[src/rtl/bp_be_stride_detector.sv]
`default_nettype none
// ============================================================================
//  Module   : bp_be_stride_detector
//  Purpose  : Snoops the committed load stream, learns per-PC constant
//             positive strides in a small fully-associative table, and
//             issues one striding-load request (pc, loop count, next
//             effective address, stride) once a PC is confident. Requests
//             feed the BE prefetch generator over a valid/ready handshake.
//  Revision : 1.0 - initial release
// ----------------------------------------------------------------------------
//  Ports
//    clk_i           in   1               clock
//    reset_n_i       in   1               synchronous active-low reset
//    v_i             in   1               committed load valid (never stalled)
//    pc_i            in   vaddr_width_p   load PC
//    eff_addr_i      in   vaddr_width_p   load effective address
//    v_o             out  1               striding-load request valid
//    ready_and_i     in   1               consumer ready (transfer = v_o & ready_and_i)
//    pc_o            out  vaddr_width_p   request PC
//    loop_counter_o  out  loop_range_p    prefetch count (degree_p)
//    eff_addr_o      out  vaddr_width_p   first prefetch address
//    stride_o        out  stride_width_p  stride in bytes
// ============================================================================
module bp_be_stride_detector #(
    parameter int bp_params_p      = 0,   // e_bp_default_cfg
    parameter int entries_p        = 8,
    parameter int loop_range_p     = 8,
    parameter int stride_width_p   = 8,
    parameter int conf_threshold_p = 2,
    parameter int degree_p         = 4,
    // Every processor configuration in this build uses SV39 virtual addresses.
    localparam int vaddr_width_p   = (bp_params_p == 0) ? 39 : 39
) (
    input  logic                      clk_i,
    input  logic                      reset_n_i,

    input  logic                      v_i,
    input  logic [vaddr_width_p-1:0]  pc_i,
    input  logic [vaddr_width_p-1:0]  eff_addr_i,

    output logic                      v_o,
    input  logic                      ready_and_i,
    output logic [vaddr_width_p-1:0]  pc_o,
    output logic [loop_range_p-1:0]   loop_counter_o,
    output logic [vaddr_width_p-1:0]  eff_addr_o,
    output logic [stride_width_p-1:0] stride_o
);

    localparam int                    c_IDX_W    = $clog2(entries_p);
    localparam logic [1:0]            c_CONF_THR = 2'(conf_threshold_p);
    localparam logic [1:0]            c_CONF_MAX = 2'd3;
    localparam logic [loop_range_p-1:0] c_DEGREE = loop_range_p'(degree_p);

    // ------------------------------------------------------------------
    // Reference table
    // ------------------------------------------------------------------
    logic                      r_valid  [entries_p];
    logic [vaddr_width_p-1:0]  r_pc     [entries_p];
    logic [vaddr_width_p-1:0]  r_last   [entries_p];
    logic [stride_width_p-1:0] r_stride [entries_p];
    logic [1:0]                r_conf   [entries_p];
    logic [loop_range_p-1:0]   r_gap    [entries_p];
    logic [c_IDX_W-1:0]        r_ptr;

    // Output buffer
    logic                      r_v;
    logic [vaddr_width_p-1:0]  r_pc_o;
    logic [loop_range_p-1:0]   r_loop_o;
    logic [vaddr_width_p-1:0]  r_eff_o;
    logic [stride_width_p-1:0] r_stride_o;

    // ------------------------------------------------------------------
    // Combinational lookup; PCs are unique in the table, so at most one
    // entry can match and the priority of the loop is irrelevant.
    // ------------------------------------------------------------------
    logic               w_hit;
    logic [c_IDX_W-1:0] w_hit_idx;

    always_comb begin
        w_hit     = 1'b0;
        w_hit_idx = '0;
        for (int i = 0; i < entries_p; i++) begin
            if (r_valid[i] && (r_pc[i] == pc_i)) begin
                w_hit     = 1'b1;
                w_hit_idx = c_IDX_W'(i);
            end
        end
    end

    logic [vaddr_width_p-1:0]  w_delta;
    logic                      w_legal;
    logic                      w_match;
    logic [stride_width_p-1:0] w_stride_cur;
    logic [1:0]                w_conf_cur;
    logic [loop_range_p-1:0]   w_gap_cur;
    logic [1:0]                w_conf_nxt;
    logic [stride_width_p-1:0] w_stride_nxt;
    logic [loop_range_p-1:0]   w_gap_nxt;
    logic                      w_trigger;
    logic                      w_load;

    always_comb begin
        w_stride_cur = r_stride[w_hit_idx];
        w_conf_cur   = r_conf[w_hit_idx];
        w_gap_cur    = r_gap[w_hit_idx];

        // Unsigned difference: a backwards step wraps to a huge value and
        // is rejected by the upper-bits check just like an oversized step.
        w_delta = eff_addr_i - r_last[w_hit_idx];
        w_legal = (w_delta != '0)
               && (w_delta[vaddr_width_p-1:stride_width_p] == '0);
        w_match = w_legal && (w_delta[stride_width_p-1:0] == w_stride_cur);

        if (!w_match) begin
            w_conf_nxt = 2'd0;
        end else if (w_conf_cur == c_CONF_MAX) begin
            w_conf_nxt = c_CONF_MAX;
        end else begin
            w_conf_nxt = w_conf_cur + 2'd1;
        end

        w_stride_nxt = w_legal ? w_delta[stride_width_p-1:0] : '0;

        w_trigger = v_i && w_hit && w_match
                 && (w_conf_nxt >= c_CONF_THR) && (w_gap_cur == '0);
        w_load    = w_trigger && (!r_v || ready_and_i);

        // A dropped trigger leaves gap at zero so the next match retries.
        if (!w_match) begin
            w_gap_nxt = '0;
        end else if (w_load) begin
            w_gap_nxt = c_DEGREE;
        end else if (w_gap_cur != '0) begin
            w_gap_nxt = w_gap_cur - 1'b1;
        end else begin
            w_gap_nxt = w_gap_cur;
        end
    end

    // ------------------------------------------------------------------
    // Table valid bits and round-robin allocation pointer
    // ------------------------------------------------------------------
    always_ff @(posedge clk_i) begin
        if (!reset_n_i) begin
            for (int i = 0; i < entries_p; i++) begin
                r_valid[i] <= 1'b0;
            end
            r_ptr <= '0;
        end else if (v_i && !w_hit) begin
            r_valid[r_ptr] <= 1'b1;
            r_ptr          <= r_ptr + c_IDX_W'(1);
        end
    end

    // Table payload; only meaningful under a set valid bit, so no reset.
    always_ff @(posedge clk_i) begin
        if (v_i) begin
            if (w_hit) begin
                r_last[w_hit_idx]   <= eff_addr_i;
                r_stride[w_hit_idx] <= w_stride_nxt;
                r_conf[w_hit_idx]   <= w_conf_nxt;
                r_gap[w_hit_idx]    <= w_gap_nxt;
            end else begin
                r_pc[r_ptr]     <= pc_i;
                r_last[r_ptr]   <= eff_addr_i;
                r_stride[r_ptr] <= '0;
                r_conf[r_ptr]   <= 2'd0;
                r_gap[r_ptr]    <= '0;
            end
        end
    end

    // ------------------------------------------------------------------
    // Single-entry output buffer
    // ------------------------------------------------------------------
    always_ff @(posedge clk_i) begin
        if (!reset_n_i) begin
            r_v        <= 1'b0;
            r_pc_o     <= '0;
            r_loop_o   <= '0;
            r_eff_o    <= '0;
            r_stride_o <= '0;
        end else if (w_load) begin
            r_v        <= 1'b1;
            r_pc_o     <= pc_i;
            r_loop_o   <= c_DEGREE;
            r_eff_o    <= eff_addr_i + vaddr_width_p'(w_stride_cur);
            r_stride_o <= w_stride_cur;
        end else if (ready_and_i) begin
            r_v        <= 1'b0;
        end
    end

    assign v_o            = r_v;
    assign pc_o           = r_pc_o;
    assign loop_counter_o = r_loop_o;
    assign eff_addr_o     = r_eff_o;
    assign stride_o       = r_stride_o;

endmodule
`default_nettype wire

[config.mk]
export PLATFORM = sky130hd
export DESIGN_NAME = bp_be_stride_detector
export DESIGN_NICKNAME = d
export VERILOG_FILES = /design/src/rtl/bp_be_stride_detector.sv
export SDC_FILE = /design/constraint.sdc
export NUM_CORES = 2
export LEC_CHECK = 0
export ABC_CLOCK_PERIOD_IN_PS = 11000
export BUFFER_PORTS_ARGS = -buffer_cell sky130_fd_sc_hd__buf_4
export CAP_MARGIN = 30
export CORE_MARGIN = 1
export CORE_UTILIZATION = 25
export DETAILED_ROUTE_END_ITERATION = 8
export GPL_TIMING_DRIVEN = 0
export SLEW_MARGIN = 30
export SYNTH_ARGS = -nofsm -noshare
export SYNTH_HDL_FRONTEND = slang
export SYNTH_SLANG_ARGS = --single-unit
[constraint.sdc]
create_clock -name clk_i -period 11 [get_ports clk_i]
set_input_delay 0 -clock clk_i [delete_from_list [all_inputs] [get_ports clk_i]]
set_output_delay 0 -clock clk_i [all_outputs]
set_load 0.05 [all_outputs]
==> results.py <==
metrics = {
    "place": {
        "place.detailed.hpwl_um": 102000,
        "port_buffers": 168,
        "place.gp.congestion": 0.908,
    },
    "route": {
        "post_detailed_routing_wire_length_um": 141000,
        "detail-route-antenna-nets": 0,
        "detail_route.vias_per_cell": 4.88,
        "drt_first_iter_violations": 3157,
        "post_drt_wl_per_cell_um": 23.8,
        "post-route-drc-count": 0,
        "routed-via-count": 28900,
        "firstDrtPassIters": 5,
    },
    "yosys": {
        "synth_mux_area_frac": 0.0654,
        "netlist_instances": 3269,
        "area_share_of_fa_ha_maj_cells_after_synthesis": 0.0161,
        "synth_cell_type_count": 84,
        "post_synth.cell_area_avg_um2": 12.4,
        "synth.yosys.warnings": 0,
        "synth_area_mm2": 0.0405,
        "synth_flop_type": "edfxtp_1",
        "largest_family_of_logic_cells_by_synthesized_area": "simple AND/OR/NAND/NOR gates",
        "yosys_register_bits": 867,
        "async_reset_ff_frac": 0,
        "synth_compound_area_frac": 0.0639,
        "yosys.area_share.xor_xnor": 0.0764,
        "synthSimpleGateAreaFrac": 0.134,
        "synth_seq_area_share": 0.618,
        "synth_enable_flop_cells": 768,
    },
    "critical_path": {
        "worstPathBufferInverterCount": 9,
        "highest_fanout_seen_on_the_critical_path": 10,
        "cpMaxStageDelayCell": "clkbuf_1",
        "worst-endpoint-arrival_ns": 10.91,
        "cpPeakStageDelay_ns": 0.80,
        "worstSetupStartpointType": "input pin",
        "cpLargestDelayFamily": "simple AND/OR/NAND/NOR gates",
        "worst_ep_required_time_ns": 11.43,
        "crit_path_frequent_cell": "buf_2",
        "setup.worst_path.end_class": "register",
        "category_of_the_most_critical_setup_path": "in2reg",
    },
    "timing": {
        "fin_worst_skew_ns": 0.0790,
        "min_period_ns": 10.48,
        "slew_headroom": 0.294,
        "setup_violations": 0,
        "rsz_0062_raised_after_global_routing": "false",
        "max_clock_freq_mhz": 95.4,
        "worst-slew-pin-transition_ns": 1.05,
        "final.period_utilization": 0.953,
        "hold_viol_final": 0,
        "final-max-slew-violation-count": 0,
    },
    "global_routing": {
        "grt_first_pass_wirelength_um": 199000,
        "grt_pass1_vias": 27500,
        "globalRoute.totalOverflow": 0,
        "grt_antenna_before_repair": 7,
        "maximum_number_of_pins_on_one_net_before_global_route_repair": 41,
        "global_route_usage_over_all_layers": 0.168,
    },
    "finish": {
        "layout.cells.most_common": "edfxtp_1",
        "syn2layout_area_growth_pct": 22.5,
        "most-common-layout-cells": "768 x edfxtp_1, 512 x nand2_1, 313 x xnor2_1",
        "nNetsFinal": 3813,
        "utilization": 0.309,
        "fillers": 16300,
        "proportion_of_layout_cells_with_a_drive_suffix_above_1": 0.145,
    },
    "clocking": {
        "max-clock-path-buffers": 3,
        "tritoncts_clock_tree": "done",
        "cts_buffers": 96,
        "post-cts-setup-buffers": 0,
        "htree_levels": 3,
        "insertion_delay_ns": 0.76,
        "clock_tree.root_cell": "clkbuf_16",
        "cts.sink_count": 867,
        "path_clk_slew_ns": 0.06,
    },
    "pwr": {
        "power.density_cell_area_mw_per_mm2": 153,
        "power.static_leakage_nw": 17.3,
        "ir_drop_uv": 127,
        "total_power_after_layout_mw": 7.60,
    },
    "run": {
        "maxCapViolCount": 0,
    },
    "hold_path": {
        "hp-class": "in2reg",
    },
    "status": {
        "outcome": "finished, final reports clean",
    },
    "floorplan": {
        "row_count": 147,
        "die_width_um": 405,
        "start_util": 0.252,
        "io-pin-count": 177,
        "die-area_mm2": 0.164,
        "die-height_um": 405,
        "placeableCoreArea_mm2": 0.161,
    },
}
[cells in the mapped netlist (46+ instances only)]
cell | number | area, um^2
edfxtp_1 | 768 | 23100
nand2_1 | 512 | 1920
xnor2_1 | 313 | 2740
mux2i_1 | 239 | 2390
nor2_1 | 152 | 571
nand4_1 | 138 | 863
a21oi_1 | 136 | 681
dfxtp_1 | 99 | 1980
clkbuf_1 | 77 | 289
nand3_1 | 71 | 355
nand2b_1 | 67 | 419
o21ai_0 | 53 | 265
inv_1 | 51 | 191
ha_1 | 49 | 613
nor4_1 | 46 | 288
[flip-flops by register name, summed over array words and instances, names as in the netlist]
register	count
r_conf	16
eff_addr_o	39
r_valid	8
stride_o	8
pc_o	39
loop_counter_o	1
r_pc	312
v_o	1
r_ptr	3
r_gap	64
r_stride	64
r_last	312
[metrics by stage]
| step | area [um^2] | worst slack (ns) | hold WS, ns | std cells | setup TNS [ns] |
|---|---|---|---|---|---|
| 4_1_cts | 49500 | 0.0786 | 0.0542 | 5923 | 0 |
| 3_5_place_dp | 45500 | -1.36 | 0.278 | 5664 | -203.25 |
| 2_1_floorplan | 40500 | 3.42 | 0.0989 | 3275 | 0 |
| 6_report | 49600 | 0.521 | 0.103 | 5923 | 0 |
| 3_3_place_gp | 44500 | -2.59 | 0.276 | 5603 | -735.75 |
| 5_1_grt | 49600 | 0.0535 | 0.105 | 5922 | 0 |
[metal layers]
layer  vias up  GRT usage  wire, um
met5         -          0        13
met4         2     0.0476      3840
met3       210     0.0343     12500
met2      1372      0.266     63700
met1     14400      0.232     61100
li1      12900          -         -
[timing repair]
action	4_1_cts	5_1_grt
hold buffers	80	0
gates resized for setup	5	18
setup endpoints to repair	232	81
pin swaps	0	0
endpoints found under the hold margin	699	0
[worst paths after layout]
kind | start | end | slack, ns | depth (start not counted)
max | pc_i[14] | r_gap[7][1] | 0.52 | 31
min reg2reg | pc_o[21] | pc_o[21] | 0.46 | 2
min | pc_i[21] | r_pc[2][21] | 0.10 | 2
max reg2reg | r_pc[6][25] | r_gap[7][1] | 0.54 | 30
[final cells by class]
cell class / count / area, um^2 / area share
clock inverter: 53 / 591 / 0.0119
antenna: 1 / 2.50 / 0.0000504
multi-input combinational: 2196 / 14800 / 0.297
buffer: 159 / 848 / 0.0171
sequential: 867 / 25000 / 0.505
clock buffer: 127 / 2590 / 0.0522
timing repair buffer: 309 / 2890 / 0.0583
tap: 2160 / 2700 / 0.0545
inverter: 51 / 191 / 0.00386
[power breakdown]
| part | switching, mW | internal [mW] | leakage (nW) | total (mW) |
|---|---|---|---|---|
| Combinational | 0.463 | 0.239 | 8.05 | 0.702 |
| Clock | 1.41 | 1.84 | 1.53 | 3.25 |
| Sequential | 0.0193 | 3.63 | 7.72 | 3.65 |
| Total | 1.89 | 5.71 | 17.3 | 7.60 |
[kinds of logic (layout without fill, tap and decap cells)]
group,Yosys count,count (layout)
and+or+nand+nor,1132,1132
muxes,261,261
AOI/OAI and AO/OA,393,393
DFF,867,867
adders and majority gates,51,51
buffers and inverters,212,699
other,1,8
xor gates and xnor gates,352,352
(Power assumes the default switching activity.)
